==> src/rtl/catalog_down_counter.sv <==
// catalog_down_counter: presettable synchronous down-counter with P/T enables,
// ripple-borrow output and a one-shot / auto-reload terminal-count FSM.
module catalog_down_counter #(
    parameter int WIDTH       = 4,
    parameter bit AUTO_RELOAD = 1'b0
) (
    input  logic             CLK,
    input  logic             CLR,
    input  logic             P,
    input  logic             T,
    input  logic             LOAD,
    input  logic [WIDTH-1:0] data,
    output logic [WIDTH-1:0] Qdata,
    output logic             RBO,
    output logic             DONE
);

    typedef enum logic [1:0] {
        IDLE,
        RUN,
        DONE_ST
    } state_t;

    state_t           state_q, state_d;
    logic [WIDTH-1:0] count_q, count_d;
    logic [WIDTH-1:0] reload_q, reload_d;
    logic             done_q, done_d;
    logic             count_en;
    logic             at_zero;

    assign count_en = P & T & ~LOAD;
    assign at_zero  = (count_q == '0);

    always_comb begin
        state_d  = state_q;
        count_d  = count_q;
        reload_d = reload_q;
        // Auto-reload DONE is a single-cycle pulse; one-shot DONE is sticky.
        done_d   = AUTO_RELOAD ? 1'b0 : done_q;

        unique case (1'b1)
            LOAD: begin
                count_d  = data;
                reload_d = data;
                done_d   = 1'b0;
                state_d  = RUN;
            end
            count_en: begin
                unique case (state_q)
                    IDLE: begin
                        count_d = count_q - WIDTH'(1);
                    end
                    RUN: begin
                        if (!at_zero) begin
                            count_d = count_q - WIDTH'(1);
                        end else if (AUTO_RELOAD) begin
                            count_d = reload_q;
                            done_d  = 1'b1;
                        end else begin
                            done_d  = 1'b1;
                            state_d = DONE_ST;
                        end
                    end
                    DONE_ST: begin
                        count_d = count_q;
                    end
                    default: begin
                        state_d = IDLE;
                    end
                endcase
            end
            default: begin
            end
        endcase
    end

    always_ff @(posedge CLK or negedge CLR) begin
        if (!CLR) begin
            state_q  <= IDLE;
            count_q  <= '0;
            reload_q <= '0;
            done_q   <= 1'b0;
        end else begin
            state_q  <= state_d;
            count_q  <= count_d;
            reload_q <= reload_d;
            done_q   <= done_d;
        end
    end

    assign Qdata = count_q;
    assign RBO   = T & at_zero;
    assign DONE  = done_q;

endmodule

==> config.mk <==
export PLATFORM = sky130hd
export DESIGN_NAME = catalog_down_counter
export DESIGN_NICKNAME = d
export VERILOG_FILES = /design/src/rtl/catalog_down_counter.sv
export SDC_FILE = /design/constraint.sdc
export NUM_CORES = 1
export LEC_CHECK = 0
export ABC_AREA = 1
export BUFFER_PORTS_ARGS = -buffer_cell sky130_fd_sc_hd__buf_2
export CAP_MARGIN = 20
export CORE_AREA = 8 8 45 47
export CTS_CLUSTER_SIZE = 14
export DETAILED_ROUTE_END_ITERATION = 8
export DIE_AREA = 0 0 53 55
export GPL_TIMING_DRIVEN = 0
export SYNTH_ARGS = -nofsm -noshare
export SYNTH_HDL_FRONTEND = slang
export SYNTH_SLANG_ARGS = --single-unit
==> constraint.sdc <==
create_clock -name CLK -period 3.2 [get_ports CLK]
set_clock_uncertainty 0.05 [all_clocks]
set_input_delay 0 -clock CLK [delete_from_list [all_inputs] [get_ports CLK]]
set_output_delay 0 -clock CLK [all_outputs]
set_load 0.01 [all_outputs]
### Word-level counts from Yosys, hierarchy flattened

Index checks and enable logic that the tools add are counted.

* eq/ne operators: 8
* reduce and logical (&&, ||, !) cells: 7
* add/subtract/negate cells: 1
* mux-type cells: 9
* bitwise logic cells: 4

Operator list (number)
* $pmux W4 S2: 2
* $reduce_and A3 Y1: 3
* $pmux W2 S2: 2
* $ne A3 B3 Y1 const B: 2
* $logic_not A4 Y1: 1
* $mux W4: 1
* $ne A2 B1 Y1 const B: 2
* $sub A4 B1 Y4 const B: 1
* $and A1 B1 Y1: 3
* $ne A3 B1 Y1 const B: 1
* $eq A2 B1 Y1 const B: 1
* $eq A2 B2 Y1 const B: 1
* $logic_not A2 Y1: 1
* $mux W1: 2
* $mux W2: 1
* $ne A2 B2 Y1 const B: 1
* $pmux W1 S2: 1
* $reduce_bool A2 Y1: 1
* $reduce_or A2 Y1: 1
* $not A1 Y1: 1

* register bits after elaboration: 7
* input bits: 9
* logic and storage cells: 32
* output and inout port bits: 6

### Depth between registers and ports, before layout

Gate-level depths: netlist of run 1.

* word-level depth: 4
* mapped depth: 8
* mapped depth without buffers: 8

### Worst setup path before layout of run 1

No wires, ideal clock.

* path type: reg-to-reg
* start point: register count_q[0], in the netlist Qdata[0]
* end point: register count_q[2], in the netlist Qdata[2]
* library setup time: 0.065 ns
* path buffers: 0
* clock period less this slack: 1.278 ns
* stages on the path, launching flop included: 9
* data arrival time: 1.163 ns
* slack: 1.922 ns
* cells stage by stage: dfrtp_1 -> inv_1 -> ha_1 -> nand3_2 -> nor2_2 -> nand2_2 -> nand2_1 -> nand2_1 -> nand2_1

* cells in the longest elaborated chain, start to end: 4
* elaborated cells between the ends (all ways): 7

RTL lines
* start: declaration: RTL line 25 `logic [WIDTH-1:0] count_q, count_d;`
* start signal: assignment: RTL line 85 `count_q <= count_d;`
* $sub A4 B1 Y4: RTL line 51, 55
* $mux W4: RTL line 54 `if (!at_zero) begin`
* $pmux W4 S2: RTL line 49 `unique case (state_q)`
* $pmux W4 S2: RTL line 41 `unique case (1'b1)`

Parallel ways exist; a longest one is shown, timed or not. The select of a mux whose other input is x is not followed.
A chain may end at the register's enable or synchronous reset.

### Final worst setup path of run 1

Ends and elaborated chain as after synthesis.

==> results of run 1 <==
worst paths after layout:
kind | start | end | slack (ps) | cells past startpoint
max in group asynchronous | CLR | Qdata[3]$_DFFE_PN0P_ | 2890 | 2
min in group asynchronous | CLR | state_q[1]$_DFFE_PN0P_ | 60 | 2
worst min-delay path | data[3] | Qdata[3]$_DFFE_PN0P_ | 10 | 5
worst min register to register | DONE$_DFFE_PN0P_ | DONE$_DFFE_PN0P_ | 430 | 2
worst max-delay path | Qdata[0]$_DFFE_PN0P_ | Qdata[2]$_DFFE_PN0P_ | 1820 | 8
worst max register to register | Qdata[0]$_DFFE_PN0P_ | Qdata[2]$_DFFE_PN0P_ | 1820 | 8
per-layer routing:
metal | track usage | up-vias
met5 | 0 | -
met4 | 0.0647 | 0
met3 | 0.0241 | 2
met2 | 0.107 | 9
met1 | 0.0836 | 181
li1 | - | 231
per-stage QoR:
| step | setup slack [ps] | utilization |
|---|---|---|
| after global routing | 1680 | 0.414 |
| after floorplan | 1920 | - |
| after global placement | 1830 | 0.381 |
| after CTS | 1800 | 0.414 |
| final | 1820 | 0.414 |
| after detailed placement | 1810 | 0.381 |
cells in the mapped netlist (all sizes together):
cell type | n | area [um^2]
nand2 | 26 | 100
inv | 8 | 30.0
dfrtp | 7 | 175
nor2 | 7 | 33.8
nand3 | 4 | 30.0
o21ai | 4 | 23.8
a21oi | 2 | 10.0
clkinv | 1 | 5.00
ha | 1 | 12.5
o211ai | 1 | 7.51
xnor2 | 1 | 8.76
logic make-up after synthesis:
logic type               count (synthesis)
XOR/XNOR                                 1
AND/OR/NAND/NOR                         37
flip-flops                               7
AO/OA/AOI/OAI                            7
adder cells (fa/ha/maj)                  1
buffers and inverters                    9
flip-flops by register name (all words and copies together) (netlist names):
register and cells:
DONE 1, Qdata 4, state_q 2
cell type report:
| type | count | share of cell area |
|---|---|---|
| Clock buffer | 4 | 0.0459 |
| Inverter | 9 | 0.0611 |
| Multi-Input combinational cell | 46 | 0.395 |
| Sequential cell | 7 | 0.306 |
| Tap cell | 16 | 0.0349 |
| Timing Repair Buffer | 16 | 0.157 |
where the power goes:
part           total [mW]  switching, mW  leakage [nW]  internal (mW)
Combinational      0.0617         0.0358         0.226         0.0259
Sequential          0.106        0.00858        0.0855         0.0969
Clock              0.0772         0.0298        0.0150         0.0474
Total               0.244         0.0741         0.327          0.170
worst max-delay path, cell delays in order, from the launching register on:
cell	delay, ps
dfrtp_1	390
inv_1	100
ha_1	210
nand3_2	140
nor2_2	110
nand2_2	70
nand2_1	110
nand2_1	60
nand2_1	70
timing repair:
action,in CTS,in global routing
endpoints found under the hold margin,8,0
setup buffers,0,0
hold buffers,2,0
==> run metrics, run 1 <==
Min Clock Period, post-route roughly 1400 ps; vias in the first global route ~390; dpl cells 92; Max Used Layer met4; sequential fraction of the synthesis area 0.401; XOR/XNOR Fraction of Synth Area 0.0201; clk_lat worst skew about 240 ps; hpwl dp 814 um; CP max FO 4; CTS resizes 0; area of the multi-input gates about 230 um^2; RePlAce Congestion 0.787; DR iter-0 viols 2; area of the core 1380 um^2; Leakage roughly 0.33 nW; Pwr Total around 0.24 mW; most frequent cells in the layout nand2_1 (25), buf_2 (14), dfrtp_1 (7), inv_1 (7), nor2_1 (4); diode count 0; Synth Warn # 0; max cap viols 0; Total Wirelength roughly 970 um; FILL cells ~160; Max rail drop VDD 0.195 mV; adder-cell area share of the yosys netlist 0.0287; Avg Cell Area, Syn between 7 and 8 um^2; WL met3 slightly above 100 um; first-pass GRT wire length around 1.6 mm; Period Utilization, post-route 0.430; critical path endpoint category flip-flop; commonest non-fill, non-tap cell in the layout nand2_1; Nets 93; worst-margin pin slew approximately 190 ps; WS Path Type reg -> reg; setup TNS 0 ps; Synthesized Nets about 70; hold_ws around 11 ps; Netlist cell types 16; total CTS buffers 3; initial antenna violation count 0; All-Layer GR Usage 0.0732; final instance area roughly 570 um^2; final global-route overflow total 0; largest net degree at the start of global routing 10; Die Area 2920 um^2; combinational family with the most area after synthesis simple AND/OR/NAND/NOR gates; via density per instance 4.32; mux share of post-synthesis cell area 0; Seq cells post-synth 7; Vias roughly 420; Worst EP required 3330 ps; port bufs 14; initial cell density of the core 0.316; CP arrival about 1500 ps; non-filler cells in the finished layout 98; crit path launch type flip-flop; Final Hold Vio Count 0; Layout area overhead 31.2%; I/O pin count 15; die width about 53 um; layout cells sized above 1 0.317; detailed-route DRC error count 0; setup violators final 0; status finished clean; RSZ-0062 raised after global routing no; H-tree depth 1; sequential cell area roughly 180 um^2; Slew HR 0.870; fmax ~730 MHz; Root Driver clkbuf_4; Synth Area in Compound Gates 0.0946; Clock transition at path regs around 50 ps; Mapped Cells 62; Post-Syn Area 437 um^2; Die Ht 55 um; routed wl met2 around 440 um; worst min path class in -> reg; DP Area 527 um^2; final max-slew violation count 0; M1 wire length about 420 um; number of routed nets with antenna violations 0; DR pass1 iterations 2; clock sink count 7; TritonCTS clock tree done; floorplan row count 14; P per Cell Area approximately 430 nW/um^2; Avg WL per Cell 9.92 um; simple-gate area share of the yosys netlist 0.375; worst-case clock buffer depth 2
Power figures use the tool's default switching activity.
==> run 2, diff against run 1 <==
==> constraint.sdc (replaced) <==
create_clock -name CLK -period 1.4 [get_ports CLK]
set_clock_uncertainty 0.05 [all_clocks]
set_input_delay 0 -clock CLK [delete_from_list [all_inputs] [get_ports CLK]]
set_output_delay 0 -clock CLK [all_outputs]
set_load 0.01 [all_outputs]
==> run 2 against run 1 <==
  * Register-to-register slack worse by 1700 ps
  * Via count is 1.7% higher
  * Final area is 4.8% higher
  * Critical path type is now reg -> out
  * Sequential cell count stayed put
  * Setup slack worse by 1700 ps
  * Largest power group unchanged
==> run metrics, run 2 (synthesis results as in run 1) <==
via density per instance 4.30 (-0.38%); Clock transition at path regs 50 ps (about the same); fmax between 700 and 800 MHz; floorplan row count 14 (unchanged); total CTS buffers 3 (unchanged); Worst Reg-to-Reg Cells 8 (unchanged); dpl cells 92 (unchanged); commonest non-fill, non-tap cell in the layout nand2_1; Root Driver clkbuf_4; WS Path Type reg -> out; vias in the first global route 387 (unchanged); Vias 430 (+1.7%); Nets 95 (+2.2%); Worst EP required 1350 ps (-1980 ps); critical path endpoint category output port; detailed-route DRC error count 0 (unchanged); RSZ-0062 raised after global routing no; clock sink count 7 (unchanged); diode count 0 (unchanged); final global-route overflow total 0 (unchanged); max cap viols 0 (unchanged); area of the multi-input gates 239 um^2 (+5.5%); All-Layer GR Usage 0.0743 (+0.00110); worst-case clock buffer depth 2 (unchanged); Die Ht 55 um (unchanged); status finished clean; clk_lat worst skew 240 ps (about the same); Finished Core Util 0.434 (+0.0199); initial antenna violation count 0 (unchanged); Largest register FFs 4 (unchanged); RePlAce Congestion 0.787 (unchanged); Max rail drop VDD 0.444 mV (+130%); Layout area overhead 37.5%; port bufs 14 (unchanged); Slowest cell on crit path dfrtp_1; largest net degree at the start of global routing 10 (unchanged); Pwr Total 0.580 mW (+140%); hpwl dp 814 um (unchanged); crit-path max cell delay 400 ps (about the same); worst hold stages 5 (unchanged); worst-margin pin slew 192 ps (-0.571 ps); most frequent cells in the layout nand2_1 (24), buf_2 (14), dfrtp_1 (7), inv_1 (6), nor2_1 (4); FILL cells 158 (-2.5%); Final Hold Vio Count 0 (unchanged); TritonCTS clock tree done; initial cell density of the core 0.316 (unchanged); Period Utilization, post-route 0.930; setup violators final 0 (unchanged); area of the core 1380 um^2 (unchanged); first-pass GRT wire length 1.60 mm (+1.3%); DR pass1 iterations 4 (+2); Avg WL per Cell 10.0 um (+1.0%); setup TNS 0 ps (unchanged); CP max FO 4 (unchanged); final max-slew violation count 0 (unchanged); number of routed nets with antenna violations 0 (unchanged); Min Clock Period, post-route approximately 1300 ps; Total Wirelength 1.00 mm (+3.1%); DR iter-0 viols 5 (+3); Leakage 0.335 nW (+2.5%); CP arrival 1250 ps (-260 ps); Slew HR 0.871 (about the same); crit path launch type flip-flop; I/O pin count 15 (unchanged); H-tree depth 1 (unchanged); worst min path class in -> reg; Die Area 2920 um^2 (unchanged); P per Cell Area 966 nW/um^2 (+130%); layout cells sized above 1 0.369 (+0.0520); worst path cell trace inv_2 -> ha_2 -> nand3_4 -> nor2_1 -> buf_2; sequential cell area 175 um^2 (unchanged); R2R Setup Slk 110 ps (-1710 ps); non-filler cells in the finished layout 100 (+2.0%); die width 53 um (unchanged)
-- run 2: cell types whose count changed in the layout (fill, tap and decap cells not counted) --
cell / delta
buf_4: +2
ha_1: -1
ha_2: +1
inv_1: -1
inv_2: +1
nand2_1: -1
nand2_2: +1
nand3_2: -1
nand3_4: +1
-- run 2: per-layer routing --
layer / up-vias / track usage / part of all wire
met5: - / 0 / 0
met4: 0 / 0.0647 / 0.0050
met3: 2 / 0.0241 / 0.10
met2: 9 / 0.107 / 0.45
met1: 183 / 0.0867 / 0.44
li1: 236 / - / -
-- run 2: layout make-up --
type                       count  area share
tap                           16      0.0333
multi-input combinational     46       0.398
timing repair buffer          18       0.175
clock buffer                   4      0.0438
inverter                       9      0.0583
sequential                     7       0.292
-- run 2: critical path: cells and delay by family (launching register included) --
kind,cells,cell delay [ps]
flip-flops,1,400
adder cells (fa/ha/maj),1,210
AND/OR/NAND/NOR,2,180
buffers and inverters,2,210
-- run 2: worst paths after layout --
check / start / to
max in group asynchronous: CLR / Qdata[3]$_DFFE_PN0P_
worst min-delay path: data[3] / Qdata[3]$_DFFE_PN0P_
worst max-delay path: Qdata[0]$_DFFE_PN0P_ / RBO
worst min register to register: DONE$_DFFE_PN0P_ / DONE$_DFFE_PN0P_
worst max register to register: Qdata[0]$_DFFE_PN0P_ / Qdata[1]$_DFFE_PN0P_
min in group asynchronous: CLR / state_q[1]$_DFFE_PN0P_
-- run 2: through the flow --
| step | hold WS (ps) | cell area [um^2] | worst slack, ps |
|---|---|---|---|
| 2_1_floorplan | -346 | 437 | 122 |
| 3_3_place_gp | -216 | 527 | 31.7 |
| 3_5_place_dp | -212 | 527 | 12.8 |
| 4_1_cts | 4.55 | 576 | 9.66 |
| 5_1_grt | 31.9 | 601 | 11.5 |
| 6_report | 9.11 | 601 | 97.6 |
-- run 2: power by group --
group          internal (mW)  leakage (nW)  switching [mW]
Clock                  0.108        0.0150          0.0675
Sequential             0.222        0.0855          0.0189
Combinational         0.0727         0.234          0.0909
-- run 2: what timing repair did --
item	4_1_cts	5_1_grt
buffers inserted	0	2
hold buffers	2	0
gates resized for setup	1	3
hold endpoints to repair	8	0
endpoints found under the setup margin	1	5
==> run 3, diff against run 2 <==
--- a/config.mk
+++ b/config.mk
@@ -13,6 +13,7 @@
 export DETAILED_ROUTE_END_ITERATION = 8
 export DIE_AREA = 0 0 53 55
 export GPL_TIMING_DRIVEN = 0
+export RECOVER_POWER = 100
 export SYNTH_ARGS = -nofsm -noshare
 export SYNTH_HDL_FRONTEND = slang
 export SYNTH_SLANG_ARGS = --single-unit
==> run 3 against run 2 <==
  * Routed wire length is 0.30% lower
  * Power is 0.97% lower
  * Core utilization is 0.63 points lower
  * Combinational power is 3% lower
  * First-iteration DRC count stayed put
  * Cell count stayed put
==> run metrics, run 3 (synthesis results as in run 1) <==
worst min path class in -> reg; Max Used Layer met4; total CTS buffers 3 (unchanged); WL met3 112 um (+11%); Leakage 0.318 nW (-4.9%); crit path capture RBO; R2R Path End Qdata[2]$_DFFE_PN0P_; Final Hold Vio Count 0 (unchanged); Avg WL per Cell 9.99 um (-0.30%); commonest non-fill, non-tap cell in the layout nand2_1; area of the multi-input gates 236 um^2 (-1.0%); RePlAce Congestion 0.787 (unchanged); R2R Setup Slk 120 ps (about the same); CP max FO 4 (unchanged); critical path endpoint category output port; floorplan row count 14 (unchanged); Int Power 0.398 mW (-1.1%); Slew HR 0.764 (-0.106); Min Clock Period, post-route 1290 ps (-9.64 ps); vias in the first global route 387 (unchanged); Die Ht 55 um (unchanged); detailed-route DRC error count 0 (unchanged); Pwr Total 0.574 mW (-0.97%); FILL cells 161 (+1.9%); initial cell density of the core 0.316 (unchanged); clock sink count 7 (unchanged); TritonCTS clock tree done; sequential cell area 175 um^2 (unchanged); fmax 774 MHz (+0.75%); final max-slew violation count 0 (unchanged); routed wl met2 452 um (-0.66%); H-tree depth 1 (unchanged); initial antenna violation count 0 (unchanged); Crit. Startpoint Qdata[0]$_DFFE_PN0P_; CP arrival 1240 ps (about the same); CP top delay family flip-flops; Root Driver clkbuf_4; worst path cell trace inv_2 -> ha_2 -> nand3_4 -> nor2_1 -> buf_2; Layout area overhead 35.5%; layout cells sized above 1 0.298 (-0.0714); first-pass GRT wire length 1.60 mm (unchanged); Worst R2R Start Qdata[0]$_DFFE_PN0P_; area of the core 1380 um^2 (unchanged); number of routed nets with antenna violations 0 (unchanged); worst-case clock buffer depth 2 (unchanged); crit-path max cell delay 400 ps (about the same); Worst EP required 1350 ps (about the same); Nets 95 (unchanged); Vias 432 (+0.47%); Clk network pwr share 0.305 (+0.002); status finished clean; buffers and inverters on the worst path 2 (unchanged); Largest register FFs 4 (unchanged); DP Area 527 um^2 (unchanged); DR pass1 iterations 4 (unchanged); Seq pwr share 0.419 (+0.004); max cap viols 0 (unchanged); hpwl dp 814 um (unchanged); Switch Pwr 0.176 mW (-0.73%); setup violators final 0 (unchanged); via density per instance 4.32 (+0.47%); All-Layer GR Usage 0.0743 (unchanged); crit path launch type flip-flop; Worst path depth 5 (unchanged); worst-margin pin slew 354 ps (+161 ps); DR iter-0 viols 5 (unchanged); Slowest cell on crit path dfrtp_1; Period Utilization, post-route 0.923 (-0.00689); RSZ-0062 raised after global routing no; Gate power share 0.276 (-0.006); diode count 0 (unchanged); clk_lat worst skew 240 ps (about the same); Worst Reg-to-Reg Cells 8 (unchanged); most frequent cells in the layout nand2_1 (24), buf_2 (9), dfrtp_1 (7), inv_1 (6), clkbuf_1 (6); largest net degree at the start of global routing 10 (unchanged); Total Wirelength 999 um (-0.30%); switching share of power 0.306 (+0.000752); Die Area 2920 um^2 (unchanged); final instance area 592 um^2 (-1.5%); die width 53 um (unchanged); Clock transition at path regs 50 ps (about the same); WS Path Type reg -> out; Finished Core Util 0.428 (-0.00633); hold_ws 8.80 ps (-0.305 ps); final global-route overflow total 0 (unchanged); P per Cell Area 970 nW/um^2 (+0.49%); port bufs 14 (unchanged); I/O pin count 15 (unchanged); setup TNS 0 ps (unchanged); Max rail drop VDD 0.444 mV (-0.18%); M1 wire length 428 um (-2.7%)
-- run 3: changes by cell type in the layout (fill, tap and decap cells not counted) --
cell / previous run / this run
buf_2: 14 / 9
buf_4: 2 / 1
clkbuf_1: 1 / 6
clkbuf_4: 3 / 4
nor2_1: 4 / 5
nor2_2: 3 / 2
-- run 3: how the worst min path moves through the flow --
stage	startpoint	to	slack (ps)	cells after the start
6_report	data[3]	Qdata[3]$_DFFE_PN0P_	9	5
5_1_grt	data[0]	Qdata[0]$_DFFE_PN0P_	30	5
4_1_cts	data[3]	Qdata[3]$_DFFE_PN0P_	5	5
3_5_place_dp	CLR	DONE$_DFFE_PN0P_	-210	1
3_3_place_gp	CLR	DONE$_DFFE_PN0P_	-220	1
2_1_floorplan	CLR	DONE$_DFFE_PN0P_	-350	0
-- run 3: metal layers --
| metal | GRT usage | vias up |
|---|---|---|
| li1 | - | 236 |
| met1 | 0.0867 | 182 |
| met2 | 0.107 | 12 |
| met3 | 0.0241 | 2 |
| met4 | 0.0647 | 0 |
| met5 | 0 | - |
-- run 3: final cells by class --
| class | instances | area share |
|---|---|---|
| sequential | 7 | 0.296 |
| tap | 16 | 0.0338 |
| inverter | 9 | 0.0592 |
| clock buffer | 4 | 0.0444 |
| multi-input combinational | 46 | 0.400 |
| timing repair buffer | 18 | 0.167 |
-- run 3: power by group through the flow --
stage	Sequential, mW	Clock (mW)	Combinational (mW)
4_1_cts	0.241	0.183	0.146
3_3_place_gp	0.243	0	0.138
2_1_floorplan	0.249	0	0.0814
3_5_place_dp	0.244	0	0.139
6_report	0.241	0.175	0.159
5_1_grt	0.244	0.200	0.185
-- run 3: tightest hold or removal path, cell delays in order --
cell and delay [ps]:
buf_2 80, nand2_1 40, nand2_1 50, nand2_1 40, nand2_1 50
-- run 3: through the flow --
stage / worst slack [ps] / std cells
2_1_floorplan: 122 / 62
3_3_place_gp: 31.7 / 92
6_report: 107 / 100
3_5_place_dp: 12.8 / 92
5_1_grt: 17.4 / 100
4_1_cts: 9.66 / 98
-- run 3: timing repair --
action / in CTS / in global routing
buffers inserted: 0 / 2
pin swaps: 0 / 0
endpoints found under the setup margin: 1 / 5
hold buffers: 2 / 0
hold endpoints to repair: 8 / 0
gates resized for setup: 1 / 3
